===== config.mk =====
export PLATFORM = sky130hd
export DESIGN_NAME = fork4_ctrl
export DESIGN_NICKNAME = d
export VERILOG_FILES = /design/src/rtl/fork4_pkg.sv /design/src/rtl/fork4_sat_ctr.sv /design/src/rtl/fork4_ctrl.sv
export SDC_FILE = /design/constraint.sdc
export NUM_CORES = 1
export LEC_CHECK = 0
export CORE_UTILIZATION = 35
export CTS_CLUSTER_DIAMETER = 150
export DETAILED_ROUTE_END_ITERATION = 10
export PLACE_DENSITY = 0.76
export SLEW_MARGIN = 20
export SYNTH_ARGS = -nofsm -noshare
export SYNTH_HDL_FRONTEND = slang
export SYNTH_HIERARCHICAL = 1
export SYNTH_SLANG_ARGS = --single-unit

===== constraint.sdc =====
create_clock -name clk -period 2 [get_ports clk]
set_clock_uncertainty 0.2 [all_clocks]
set_input_delay 0.4 -clock clk [delete_from_list [all_inputs] [get_ports clk]]
set_output_delay 0.4 -clock clk [all_outputs]
set_load 0.02 [all_outputs]

===== src/rtl/fork4_pkg.sv =====
// fork4_pkg: shared state encoding and default sizing for the 4-way fork controller.
package fork4_pkg;

  typedef enum logic {
    IDLE  = 1'b0,
    BCAST = 1'b1
  } fork4_state_e;

  localparam int N_OUT_DEF = 4;

  typedef logic [N_OUT_DEF-1:0] fork4_mask_t;

endpackage


===== src/rtl/fork4_sat_ctr.sv =====
// fork4_sat_ctr: saturating event counter, cleared only by reset.
module fork4_sat_ctr
  import fork4_pkg::*;
#(
  parameter int CNT_W = 16
) (
  input  logic             clk,
  input  logic             rst_n,
  input  logic             i_inc,
  output logic [CNT_W-1:0] o_cnt
);

  logic [CNT_W-1:0] r_cnt;

  // Count events and stick at all-ones instead of wrapping.
  always_ff @(posedge clk or negedge rst_n) begin
    if (!rst_n)                    r_cnt <= '0;
    else if (i_inc && r_cnt != '1) r_cnt <= r_cnt + 1'b1;
  end

  assign o_cnt = r_cnt;

endmodule


===== src/rtl/fork4_ctrl.sv =====
// fork4_ctrl: eager 1-to-N broadcast fork. A token is delivered to every
// output selected by its mask; each output retires independently and a new
// token can be taken in the same cycle the last pending output accepts.
// Optional performance counters are built when FORK4_PERF_EN is defined.
module fork4_ctrl
  import fork4_pkg::*;
#(
  parameter int WIDTH = 8,
  parameter int N_OUT = N_OUT_DEF,
  parameter int CNT_W = 16
) (
  input  logic                   clk,
  input  logic                   rst_n,
  input  logic [WIDTH-1:0]       in_data,
  input  logic                   in_valid,
  output logic                   in_ready,
  input  logic [N_OUT-1:0]       dest_mask,
  output logic [N_OUT*WIDTH-1:0] out_data,
  output logic [N_OUT-1:0]       out_valid,
  input  logic [N_OUT-1:0]       out_ready,
  output logic                   busy,
  output logic                   drop
`ifdef FORK4_PERF_EN
  ,
  output logic [N_OUT*CNT_W-1:0] stall_cnt,
  output logic [CNT_W-1:0]       tok_cnt
`endif
);

  fork4_state_e     r_state, w_state_nx;
  logic [WIDTH-1:0] r_hold, w_hold_nx;
  logic [N_OUT-1:0] r_pending, w_pending_nx, w_left;
  logic             r_en, r_drop, w_drop_nx;
  logic             w_retire, w_hs;

  // Outputs still owed after this cycle's acceptances; none left means retire.
  assign w_left   = r_pending & ~out_ready;
  assign w_retire = (w_left == '0);
  // Combinational from out_ready so a retiring token makes room the same cycle.
  assign in_ready = r_en & ((r_state == IDLE) | w_retire);
  assign w_hs     = in_valid & in_ready;

  // One-cycle enable delay so nothing is accepted on the release edge.
  always_ff @(posedge clk or negedge rst_n) begin
    if (!rst_n) r_en <= 1'b0;
    else        r_en <= 1'b1;
  end

  // State and token registers.
  always_ff @(posedge clk or negedge rst_n) begin
    if (!rst_n) begin
      r_state   <= IDLE;
      r_hold    <= '0;
      r_pending <= '0;
      r_drop    <= 1'b0;
    end else begin
      r_state   <= w_state_nx;
      r_hold    <= w_hold_nx;
      r_pending <= w_pending_nx;
      r_drop    <= w_drop_nx;
    end
  end

  // Next state: capture on handshake (empty mask drops), else clear accepted outputs.
  always_comb begin
    w_state_nx   = r_state;
    w_hold_nx    = r_hold;
    w_pending_nx = w_left;
    w_drop_nx    = 1'b0;
    if (w_hs) begin
      w_hold_nx    = in_data;
      w_pending_nx = dest_mask;
      if (dest_mask != '0) begin
        w_state_nx = BCAST;
      end else begin
        w_state_nx = IDLE;
        w_drop_nx  = 1'b1;
      end
    end else begin
      case (r_state)
        IDLE:    w_state_nx = IDLE;
        BCAST:   if (w_retire) begin
                   w_state_nx   = IDLE;
                   w_pending_nx = '0;
                 end
        default: w_state_nx = IDLE;
      endcase
    end
  end

  assign out_valid = r_pending;
  assign busy      = (r_state == BCAST);
  assign drop      = r_drop;

  for (genvar i = 0; i < N_OUT; i++) begin : g_out
    assign out_data[i*WIDTH +: WIDTH] = r_hold;
  end

`ifdef FORK4_PERF_EN
  for (genvar i = 0; i < N_OUT; i++) begin : g_stall
    fork4_sat_ctr #(.CNT_W(CNT_W)) u_stall (
      .clk   (clk),
      .rst_n (rst_n),
      .i_inc (r_pending[i] & ~out_ready[i]),
      .o_cnt (stall_cnt[i*CNT_W +: CNT_W])
    );
  end

  fork4_sat_ctr #(.CNT_W(CNT_W)) u_tok (
    .clk   (clk),
    .rst_n (rst_n),
    .i_inc (w_hs),
    .o_cnt (tok_cnt)
  );
`else
  logic [CNT_W-1:0] w_unused_cnt_w;
  assign w_unused_cnt_w = '0;
`endif

endmodule


# Word-level counts from Yosys, hierarchy flattened

Index checks and enable logic that the tools add are counted.
W data, S select, Z words.

Register bits: 15
Input port bits: 19
Output and inout port bits: 39

Muxes and demuxes: 9
Bitwise logic cells: 6
Reduce and logical (&&, ||, !) cells: 2

Operators by type and width:

| operator           | number |
|---|---|
| $mux W4            | 3 |
| $mux W1            | 5 |
| $and A4 B4 Y4      | 1 |
| $logic_not A4 Y1   | 1 |
| $not A4 Y4         | 1 |
| $reduce_bool A4 Y1 | 1 |
| $and A1 B1 Y1      | 2 |
| $pmux W1 S2        | 1 |
| $not A1 Y1         | 1 |
| $or A1 B1 Y1       | 1 |

# Logic depth before layout (Yosys ltp)

Depth after elaboration: 7
Gate-level depth with buffers: 4

# Least setup slack after synthesis

OpenSTA, ideal clock, no wires.

Kind: register to output
Start: register r_pending[1], in the netlist out_valid[1]
End: output port in_ready
Data arrival time: 1,389 ps
Required time: 1,400 ps
Slack: 11 ps
Cell stages (with the launch flop): 4
Path buffers: 0
Path through: dfrtp_1 -> nor2b_4 -> o41ai_4 -> and2_2

Cells in the longest elaborated chain, start to end: 4

RTL lines:

| item                     | line             | RTL |
|---|---|---|
| start: declaration       | fork4_ctrl.sv:32 | `logic [N_OUT-1:0] r_pending, w_pending_nx, w_left;` |
| start signal: assignment | fork4_ctrl.sv:59 | `r_pending <= w_pending_nx;` |
| $and A4 B4 Y4            | fork4_ctrl.sv:37 | `assign w_left = r_pending & ~out_ready;` |
| $logic_not A4 Y1         | fork4_ctrl.sv:38 | `assign w_retire = (w_left == '0);` |
| $or A1 B1 Y1             | fork4_ctrl.sv:40 | `assign in_ready = r_en & ((r_state == IDLE) \| w_retire);` |
| $and A1 B1 Y1            | fork4_ctrl.sv:40 |  |
| end: declaration         | fork4_ctrl.sv:16 | `output logic in_ready,` |

No other way between the ends.

# Final worst setup path

Start: register r_pending[2], in the netlist out_valid[2]
End: output port in_ready

Same word-level chain as after synthesis.

==> run summary <==
Outcome = finished with violations
Failing checks = setup timing
Final Wtd Congestion = 0.7102
IO Count = 58
Worst setup margin = -0.08507 ns
Final hold vios = 0
FF-to-FF Start = out_valid[2]
GRT Util Overall = 14.24%
Via count = 597
H-tree lvl count = 1
FF-to-FF path depth = 5
Post-Syn Area = 862.1 um2
Synth area leaders = dfrtp_1 (44%), buf_4 (21%), mux2_4 (14%), nor2b_1 (4.4%), a31o_2 (4.1%)
Die width = 51.63 um
Post-Synth Adder-Cell Area = 0%
First-pass GRT wire length = 2.760 mm
Unrepaired setup endpoints after global routing = yes
Post-route minimum period = 2.085 ns
Max Freq = 479.6 MHz
Initial DRC Count = 1
Smallest hold slack = 0.2271 ns
DR WL/cell = 12.88 um
Total clock sinks = 15
Final Max Slew Viols = 0
Reg2reg end = r_hold[2]
Setup TNS = -0.08507 ns
Largest net degree at the start of global routing = 16
Count leader, synth = buf_4
Antenna cells = 0
Nets = 131
Hold Path Class = input pin to async pin
Post-route antenna net violation count = 0
Synth top area share = 43.54%
Crit end category = output port
Core area = 0.002276 mm2
Cell taking the most area after synthesis = dfrtp_1
Layout Cells excl Fill = 139
Post-synthesis compound-gate area fraction = 7.837%
Synth Area per Inst = 12.32 um2
Dpl ws = -0.7288 ns
Starting Density = 37.88%
Vias in the first global route = 616
Final wirelength = 1.791 mm
Clock latency on the worst-skew pair = 0.28 ns
Distinct cells, synth = 17
Total power = 1140 uW
Global route overflow = 0
Crit path max fanout = 2
DRC errors left = 0
Kind of critical path = flop to output port
CTS buffer count = 3
R2r setup slk = 0.14 ns
Synthesized instance count = 70
Worst-path clk slew = 0.08 ns
Xor and xnor area share after synthesis = 0%
First-pass DRT Iterations = 2
Clk buf depth = 2
Initial antenna violation count = 0
Total of warnings raised by yosys = 6
Vias per cell = 4.295
DIE AREA = 0.002666 mm2
Largest family of logic cells by synthesized area = buffers and inverters
Inst Count DP = 135
Clk root buf = clkbuf_4
Post-synth EDFFs = 0
Crit share post-route = 104.3%
CP Launch Type = flop
Top post-synthesis cells by count = buf_4 (24), dfrtp_1 (15), mux2_4 (8)
Register area share after synthesis = 43.54%
Max IR drop VDD = 0.6415 mV
# rows = 17
Synth Area in Simple Gates = 12.92%
Top FF cell, synth = dfrtp_1
Die height = 51.63 um
Post-synthesis mux area share = 13.93%
Pleak = 0.0006322 uW
CP arrival = 1.49 ns
Area delta synth->final = 58.49%
Share of cells above drive strength 1 = 26.13%
Post-synth ARST share = 100.0%
Final setup fails = 1
CP required = 1.40 ns
# port buffers = 57
Pwr Density = 834.6 mW/mm2
Max cap viols = 0
TritonCTS clock tree = yes
Mapped Nets = 89
Synthesis-stage register bit count = 15
## kinds of logic (layout without fill, tap and decap cells)
kind of cell / after synthesis / after routing
buf+inv: 25 / 66
flops: 15 / 15
simple gates: 15 / 15
mux: 8 / 8
compound gates: 6 / 6
other cells: 1 / 1
## how the worst max path moves through the flow
stage                 startpoint       end  slack (ns)  cells after the start
global route        out_valid[2]  in_ready       -0.16                      4
detailed placement  out_ready[1]  in_ready       -0.73                      5
CTS                 out_valid[2]  in_ready        -0.1                      4
floorplan           out_valid[1]  in_ready        0.01                      3
finish              out_valid[2]  in_ready       -0.09                      4
global placement    out_ready[1]  in_ready       -0.71                      5
## registers in the layout, indices dropped and copies added (netlist names)
signal	flops
busy	1
drop	1
r_en	1
r_hold	8
out_valid	4
## report_power, final
group,internal [uW],switching (uW)
registers,344,45.0
clock network,77.3,86.5
logic,318,270
## area by class of cell
type | instances | area (um2)
Tap cell | 28 | 35.03
Timing Repair Buffer | 62 | 611.8
Sequential cell | 15 | 375.4
Multi-Input combinational cell | 30 | 317.8
Fill cell | 185 | 909.6
Clock buffer | 4 | 26.28
## critical path: stages (launching register included)
cell and delay (ns):
dfrtp_1 0.38, nor2b_4 0.14, o41ai_4 0.38, and2_4 0.20, buf_6 0.11
## cell usage in the layout (no fill, tap or decap), types with 2 or more instances in the layout
cell	instances
clkdlybuf4s50_1	49
buf_4	5
clkbuf_4	3
nor2b_2	2
nor2b_1	4
a31o_2	4
mux2_4	8
dlygate4sd2_1	4
dlymetal6s2s_1	3
nor2b_4	2
dfrtp_1	15
## per-stage QoR
step	utilization [%]	instance area, um2
5_1_grt	60.03	1366
4_1_cts	60.03	1366
3_3_place_gp	58.05	1321
2_1_floorplan	-	862.1
6_report	60.03	1366
3_5_place_dp	58.05	1321
## per-layer routing
metal  vias to the layer above  track usage, %  routed length (um)
met2                        24           27.71                1028
met1                       283           14.44                 675
met3                         0           4.094                  87
li1                        290               -                   -
met5                         -               0                   0
met4                         0           4.054                   0
## repair_timing
action	4_1_cts	5_1_grt
resized for setup	14	3
hold buffers	0	0
pin swaps	2	1
cloned	0	0
endpoints found under the setup margin	9	5
buffers inserted	2	0
Note: power is estimated with default switching activity, not from simulation.
